**src/rtl/btb_pkg.sv**
```systemverilog
// Shared types and helpers for the set-associative branch target buffer.
// Holds the entry record, counter constants and the saturating counter update.
package btb_pkg;

  localparam logic [1:0] CTR_MAX   = 2'd3;
  localparam logic [1:0] CTR_ALLOC = 2'd2;
  localparam int         TAG_MAX_W = 30;

  // Tag field sized for the smallest legal set count; narrower tags are zero-extended.
  typedef struct packed {
    logic                 valid;
    logic [TAG_MAX_W-1:0] tag;
    logic [31:0]          target;
    logic                 jump;
    logic                 branch;
    logic [1:0]           ctr;
  } btb_entry_t;

  function automatic logic [1:0] sat_ctr_update(input logic [1:0] ctr, input logic taken);
    if (taken) return (ctr == CTR_MAX) ? CTR_MAX : ctr + 2'd1;
    else       return (ctr == 2'd0)    ? 2'd0    : ctr - 2'd1;
  endfunction

endpackage

```
**src/rtl/btb_victim_sel.sv**
```systemverilog
// Per-set round-robin replacement pointers plus an invalid-first priority encoder.
// Produces the way to allocate into for the set currently being updated.
module btb_victim_sel #(
  parameter int NUM_SETS = 4,
  parameter int NUM_WAYS = 2,
  parameter int IDX_W    = $clog2(NUM_SETS),
  parameter int WAY_W    = $clog2(NUM_WAYS)
) (
  input  logic                clk,
  input  logic                reset_ni,
  input  logic                flush_i,
  input  logic [IDX_W-1:0]    set_i,
  input  logic [NUM_WAYS-1:0] valid_i,
  input  logic                advance_i,
  output logic [WAY_W-1:0]    victim_o,
  output logic                full_o
);

  logic [WAY_W-1:0] rr_ptr [NUM_SETS];

  // The pointer only moves when a full set is overwritten; power-of-2 ways wrap naturally.
  always_ff @(posedge clk or negedge reset_ni) begin
    if (!reset_ni) begin
      for (int s = 0; s < NUM_SETS; s++) rr_ptr[s] <= '0;
    end else if (flush_i) begin
      for (int s = 0; s < NUM_SETS; s++) rr_ptr[s] <= '0;
    end else if (advance_i) begin
      rr_ptr[set_i] <= rr_ptr[set_i] + WAY_W'(1);
    end
  end

  always_comb begin
    full_o   = &valid_i;
    victim_o = rr_ptr[set_i];
    for (int w = NUM_WAYS - 1; w >= 0; w--) begin
      if (!valid_i[w]) victim_o = WAY_W'(w);
    end
  end

endmodule

```
**src/rtl/btb_assoc.sv**
```systemverilog
// N-way set-associative BTB: combinational fetch lookup, registered execute updates.
// Optional statistics counters are built when BTB_STATS_EN is defined.
module btb_assoc
  import btb_pkg::*;
#(
  parameter int NUM_SETS = 4,
  parameter int NUM_WAYS = 2,
  parameter int IDX_W    = $clog2(NUM_SETS),
  parameter int WAY_W    = $clog2(NUM_WAYS),
  parameter int TAG_W    = 30 - IDX_W
) (
  input  logic        clk,
  input  logic        reset_ni,
  input  logic [31:0] lookup_pc_i,
  output logic        hit_o,
  output logic [31:0] target_o,
  output logic        jump_o,
  output logic        branch_o,
  output logic        pred_taken_o,
  input  logic        upd_valid_i,
  input  logic [31:0] upd_pc_i,
  input  logic [31:0] upd_target_i,
  input  logic        upd_jump_i,
  input  logic        upd_branch_i,
  input  logic        upd_taken_i,
  input  logic        flush_i
`ifdef BTB_STATS_EN
  ,
  output logic [31:0] stat_lookup_hits_o,
  output logic [31:0] stat_allocs_o,
  output logic [31:0] stat_evicts_o
`endif
);

  logic             valid_q  [NUM_SETS][NUM_WAYS];
  logic [1:0]       ctr_q    [NUM_SETS][NUM_WAYS];
  logic [TAG_W-1:0] tag_q    [NUM_SETS][NUM_WAYS];
  logic [31:0]      target_q [NUM_SETS][NUM_WAYS];
  logic             jump_q   [NUM_SETS][NUM_WAYS];
  logic             branch_q [NUM_SETS][NUM_WAYS];

  logic [IDX_W-1:0] lk_set, up_set;
  logic [TAG_W-1:0] lk_tag, up_tag;
  logic             lk_hit, up_hit;
  logic [WAY_W-1:0] lk_way, up_way, victim;
  logic             victim_full;
  logic [NUM_WAYS-1:0] up_valid_vec;
  btb_entry_t       lk_ent;
  logic             up_is_jump, up_is_br, up_active, hit_wr, alloc;
  logic             unused_ok;

  assign lk_set = lookup_pc_i[IDX_W+1:2];
  assign lk_tag = lookup_pc_i[31:IDX_W+2];
  assign up_set = upd_pc_i[IDX_W+1:2];
  assign up_tag = upd_pc_i[31:IDX_W+2];

  always_comb begin
    lk_hit = 1'b0;
    lk_way = '0;
    up_hit = 1'b0;
    up_way = '0;
    for (int w = 0; w < NUM_WAYS; w++) begin
      up_valid_vec[w] = valid_q[up_set][w];
      if (valid_q[lk_set][w] && tag_q[lk_set][w] == lk_tag) begin
        lk_hit = 1'b1;
        lk_way = WAY_W'(w);
      end
      if (valid_q[up_set][w] && tag_q[up_set][w] == up_tag) begin
        up_hit = 1'b1;
        up_way = WAY_W'(w);
      end
    end
  end

  // Miss view is forced to all-zero so stale data never leaks to fetch.
  always_comb begin
    lk_ent = '0;
    if (lk_hit) begin
      lk_ent.valid  = 1'b1;
      lk_ent.tag    = TAG_MAX_W'(tag_q[lk_set][lk_way]);
      lk_ent.target = target_q[lk_set][lk_way];
      lk_ent.jump   = jump_q[lk_set][lk_way];
      lk_ent.branch = branch_q[lk_set][lk_way];
      lk_ent.ctr    = ctr_q[lk_set][lk_way];
    end
  end

  assign hit_o        = lk_ent.valid;
  assign target_o     = lk_ent.target;
  assign jump_o       = lk_ent.jump;
  assign branch_o     = lk_ent.branch;
  assign pred_taken_o = lk_ent.valid & (lk_ent.jump | lk_ent.ctr[1]);

  // An instruction flagged as both jump and branch is stored as a plain jump.
  assign up_is_jump = upd_jump_i;
  assign up_is_br   = upd_branch_i & ~upd_jump_i;
  assign up_active  = upd_valid_i & ~flush_i & (up_is_jump | up_is_br);
  assign hit_wr     = up_active & up_hit;
  assign alloc      = up_active & ~up_hit & (up_is_jump | upd_taken_i);

  btb_victim_sel #(
    .NUM_SETS (NUM_SETS),
    .NUM_WAYS (NUM_WAYS),
    .IDX_W    (IDX_W),
    .WAY_W    (WAY_W)
  ) u_victim_sel (
    .clk       (clk),
    .reset_ni  (reset_ni),
    .flush_i   (flush_i),
    .set_i     (up_set),
    .valid_i   (up_valid_vec),
    .advance_i (alloc & victim_full),
    .victim_o  (victim),
    .full_o    (victim_full)
  );

  always_ff @(posedge clk or negedge reset_ni) begin
    if (!reset_ni) begin
      for (int s = 0; s < NUM_SETS; s++)
        for (int w = 0; w < NUM_WAYS; w++) begin
          valid_q[s][w] <= 1'b0;
          ctr_q[s][w]   <= 2'd0;
        end
    end else if (flush_i) begin
      for (int s = 0; s < NUM_SETS; s++)
        for (int w = 0; w < NUM_WAYS; w++) valid_q[s][w] <= 1'b0;
    end else if (hit_wr) begin
      if (up_is_br) begin
        if (!upd_taken_i && ctr_q[up_set][up_way] == 2'd0) valid_q[up_set][up_way] <= 1'b0;
        else ctr_q[up_set][up_way] <= sat_ctr_update(ctr_q[up_set][up_way], upd_taken_i);
      end
    end else if (alloc) begin
      valid_q[up_set][victim] <= 1'b1;
      ctr_q[up_set][victim]   <= CTR_ALLOC;
    end
  end

  // Payload fields carry no reset; the valid bit gates every use of them.
  always_ff @(posedge clk) begin
    if (hit_wr && (up_is_jump || upd_taken_i)) begin
      target_q[up_set][up_way] <= upd_target_i;
    end else if (alloc) begin
      tag_q[up_set][victim]    <= up_tag;
      target_q[up_set][victim] <= upd_target_i;
      jump_q[up_set][victim]   <= up_is_jump;
      branch_q[up_set][victim] <= up_is_br;
    end
  end

`ifdef BTB_STATS_EN
  function automatic logic [31:0] sat_inc32(input logic [31:0] v);
    return (&v) ? v : v + 32'd1;
  endfunction

  always_ff @(posedge clk or negedge reset_ni) begin
    if (!reset_ni || flush_i) begin
      stat_lookup_hits_o <= '0;
      stat_allocs_o      <= '0;
      stat_evicts_o      <= '0;
    end else begin
      if (hit_o)               stat_lookup_hits_o <= sat_inc32(stat_lookup_hits_o);
      if (alloc)               stat_allocs_o      <= sat_inc32(stat_allocs_o);
      if (alloc && victim_full) stat_evicts_o     <= sat_inc32(stat_evicts_o);
    end
  end
`endif

  assign unused_ok = ^{lookup_pc_i[1:0], upd_pc_i[1:0], lk_ent.tag};

endmodule

```
**config.mk**
```make
export PLATFORM = sky130hd
export DESIGN_NAME = btb_assoc
export DESIGN_NICKNAME = d
export VERILOG_FILES = /design/src/rtl/btb_pkg.sv /design/src/rtl/btb_victim_sel.sv /design/src/rtl/btb_assoc.sv
export SDC_FILE = /design/constraint.sdc
export NUM_CORES = 1
export LEC_CHECK = 0
export CAP_MARGIN = 20
export CORE_ASPECT_RATIO = 0.5
export CORE_MARGIN = 3
export CORE_UTILIZATION = 45
export DETAILED_ROUTE_END_ITERATION = 7
export SKIP_CTS_REPAIR_TIMING = 1
export SYNTH_ARGS = -nofsm -noshare
export SYNTH_HDL_FRONTEND = slang
export SYNTH_HIERARCHICAL = 1
export SYNTH_SLANG_ARGS = --single-unit
```
**constraint.sdc**
```tcl
create_clock -name clk -period 6.94 [get_ports clk]
set_input_delay 1.388 -clock clk [delete_from_list [all_inputs] [get_ports clk]]
set_output_delay 1.388 -clock clk [all_outputs]
set_load 0.02 [all_outputs]
```
==> results.toml, run 1 <==
[outcome]
outcome = "finished clean"

[clocking]
clock_sinks = 524
clk_root_buffer_cell = "clkbuf_16"
clock_path_buffers = 3
clk_latency_ns = 0.58
numCtsBuffers = 48
cts_tree = "done"
h-tree-depth = 2
path_clk_slew_ns = 0.06

[critical_path]
endpoint_kind = "output port"
critPathKind = "in2out"
critPathMaxFanout = 70
critPathLaunchType = "input port"
critPathRequiredTime_ns = 5.55
worst_ep_arrival_time_ns = 5.03

[hold_path]
hp-class = "reg2reg"

[logic_synthesis]
synth.distinct_cells = 63
synth_edf_count = 496
synth_cells = 1288
yosysSeqAreaShare_pct = 65.9
synth_area_per_cell_sq_um = 18.4
ys_ff_latch = 524
syn_nets = 1391
yosys_warnings = 6
synth-async-reset-ratio_pct = 5.34
ys.flop_type = "edfxtp_1"
netlist_area_sq_mm = 0.0237

[route]
vias = 13000
postRouteAntennaNets = 0
drt-pass1-iter-count = 5
drt-initial-drc-count = 1303
vias_per_cell = 5.96
routed_wl_mm = 57.7
drcViolationCount = 0
route.detailed.wl_per_inst_um = 26.5

[timing]
rsz0062_at_grt = "no"
hold_viol = 0
fmax_ghz = 0.156
fin_skew_ns = 0.0187
post-route-period-util_pct = 92.5
setup_slack_ns = 0.523
setup_viol = 0
drv_slew = 0
min_period_ns = 6.42
slew_headroom_pct = 26.8
finalSetupTns_ns = 0
max_slew.worst_pin.slew_ns = 1.10

[power_and_ir_drop]
p_total_mw = 6.61
p_per_area_mw_per_mm2 = 240
vdd_drop_max_uv = 164
cellLeakagePower_nw = 8.95

[floorplanning]
ios = 139
core_sq_mm = 0.0511
die_width_um = 330
initial_core_util_pct = 46.3
die_area_sq_mm = 0.0555
die_h_um = 168
rows = 58

[cells_and_area]
syn_to_final_growth_pct = 16.5
antenna_cells = 0
fin_nets = 1554
drive_gt1_share_pct = 20.9
final_cell_area_sq_mm = 0.0276

[placement]
place_ws_ns = 0.592
place.gp.congestion = 0.895
place_area_sq_mm = 0.0261
io_buffer_count = 134
place_hpwl_mm = 36.7

[global_routing]
antenna_found_initial = 0
grt_pass1_vias = 13500
grt_overflow = 0
grt.busiest_layer = "met2"
grt_util_met3_pct = 2.93
met2_usage_pct = 35.0
grt_util_met1_pct = 29.7
grt.total_usage_pct = 21.1
grt_pass1_wl_mm = 87.1
grt_max_degree = 71

[job]
cap_viol_max_count = 0
-- layout make-up --
type,instances,area (sq um)
clock inverter,30,251
sequential,524,15600
inverter,9,33.8
clock buffer,60,1260
tap,690,863
multi-input combinational,690,7780
timing repair buffer,178,1790
fill,4048,23500
-- stage by stage --
step,util (%),hold WS [ns],cells
floorplan,-,0.461,1288
global placement,51.0,0.482,2091
detailed placement,51.0,0.494,2091
CTS,54.0,0.510,2181
global route,54.0,0.542,2181
finish,54.0,0.504,2181
-- final timing paths --
check	end	cells after the start	from	slack, ns
worst max-delay path	pred_taken_o	13	lookup_pc_i[2]	0.52
worst min-delay path	ctr_q[10]$_DFFE_PN0P_	1	ctr_q[10]$_DFFE_PN0P_	0.50
worst max register to register	target_q[2][3]$_DFFE_PP_	10	tag_q[1][14]$_DFFE_PP_	2.70
worst min register to register	ctr_q[10]$_DFFE_PN0P_	1	ctr_q[10]$_DFFE_PN0P_	0.50
max in group asynchronous	ctr_q[7]$_DFFE_PN0P_	2	reset_ni	5.46
min in group asynchronous	valid_q[7]$_DFFE_PN0P_	2	reset_ni	1.19
-- worst max-delay path: stages --
cell,delay [ns]
clkbuf_8,0.22
buf_12,0.29
mux4_2,0.55
xor2_1,0.16
nor4_1,0.41
nand3_1,0.12
nor3_1,0.35
nand4_1,0.21
buf_12,0.25
nand2b_1,0.20
nand2_1,0.07
nand2b_1,0.09
clkdlybuf4s50_1,0.60
-- logic make-up (layout without fill, tap and decap cells) --
| family | count (synthesis) | after routing | share of synthesized area (%) |
|---|---|---|---|
| AO/OA/AOI/OAI | 81 | 81 | 2.71 |
| XOR/XNOR | 106 | 106 | 3.92 |
| adder cells (fa/ha/maj) | 3 | 3 | 0.127 |
| buffers and inverters | 74 | 277 | 1.67 |
| flip-flops | 524 | 524 | 65.9 |
| multiplexers | 227 | 227 | 19.1 |
| AND/OR/NAND/NOR | 273 | 273 | 6.57 |
-- placed cells by master, fill, tap and decap left out, drive strengths merged, types with 4 or more instances in the layout --
| cell type | netlist | routed |
|---|---|---|
| a211o | 8 | 8 |
| a21oi | 11 | 11 |
| a22o | 9 | 9 |
| a22oi | 6 | 6 |
| and2 | 5 | 5 |
| and3 | 8 | 8 |
| buf | 28 | 47 |
| clkbuf | 37 | 61 |
| clkdlybuf4s50 | 0 | 130 |
| clkinv | 1 | 23 |
| dfrtp | 28 | 28 |
| edfxtp | 496 | 496 |
| inv | 8 | 11 |
| mux2i | 49 | 49 |
| mux4 | 176 | 176 |
| nand2 | 52 | 52 |
| nand2b | 47 | 47 |
| nand3 | 9 | 9 |
| nand3b | 42 | 42 |
| nand4 | 25 | 25 |
| nor2 | 36 | 36 |
| nor2b | 6 | 6 |
| nor3 | 10 | 10 |
| nor4 | 14 | 14 |
| o21ai | 9 | 9 |
| o22ai | 4 | 4 |
| o32a | 6 | 6 |
| o41ai | 4 | 4 |
| or2 | 4 | 4 |
| or3 | 6 | 6 |
| xnor2 | 69 | 69 |
| xor2 | 37 | 37 |
-- power breakdown --
part           switching, mW  total (mW)  internal, mW
clock                   1.15        2.56          1.41
sequential            0.0136        3.51          3.50
combinational          0.303       0.534         0.231
-- synth_stat cells, types with 10 or more instances --
cell type | number | area share, %
nand2b_1 | 47 | 1.2
clkbuf_1 | 36 | 0.57
mux2i_1 | 49 | 2.1
mux4_1 | 11 | 1.2
nor4_1 | 13 | 0.34
nand2_1 | 52 | 0.82
nand3b_1 | 42 | 1.3
dfrtp_1 | 28 | 3.0
nand4_1 | 25 | 0.66
nor3_1 | 10 | 0.21
edfxtp_1 | 496 | 63
buf_2 | 11 | 0.23
nor2_1 | 36 | 0.57
xor2_1 | 37 | 1.4
xnor2_1 | 69 | 2.6
a21oi_1 | 10 | 0.21
mux4_2 | 165 | 16
-- per-layer routing --
metal	wire length, um	share of wire [%]
met1	24300	42
met2	28700	50
met3	3320	5.7
met4	1390	2.4
met5	0	0
-- registers in the layout (all words and copies together) (netlist names) --
register / cells
u_victim_sel/rr_ptr: 4
jump_q: 8
ctr_q: 16
valid_q: 8
tag_q: 224
target_q: 256
branch_q: 8
Note: power is estimated with default switching activity, not from simulation.
==> run 2: changes to the inputs <==
--- a/config.mk
+++ b/config.mk
@@ -10,6 +10,7 @@
 export CORE_MARGIN = 3
 export CORE_UTILIZATION = 45
 export DETAILED_ROUTE_END_ITERATION = 7
+export HOLD_SLACK_MARGIN = 0.08
 export SKIP_CTS_REPAIR_TIMING = 1
 export SYNTH_ARGS = -nofsm -noshare
 export SYNTH_HDL_FRONTEND = slang
==> results of run 2 <==
No change in the layout: final DEF, timing and power equal those of run 1.
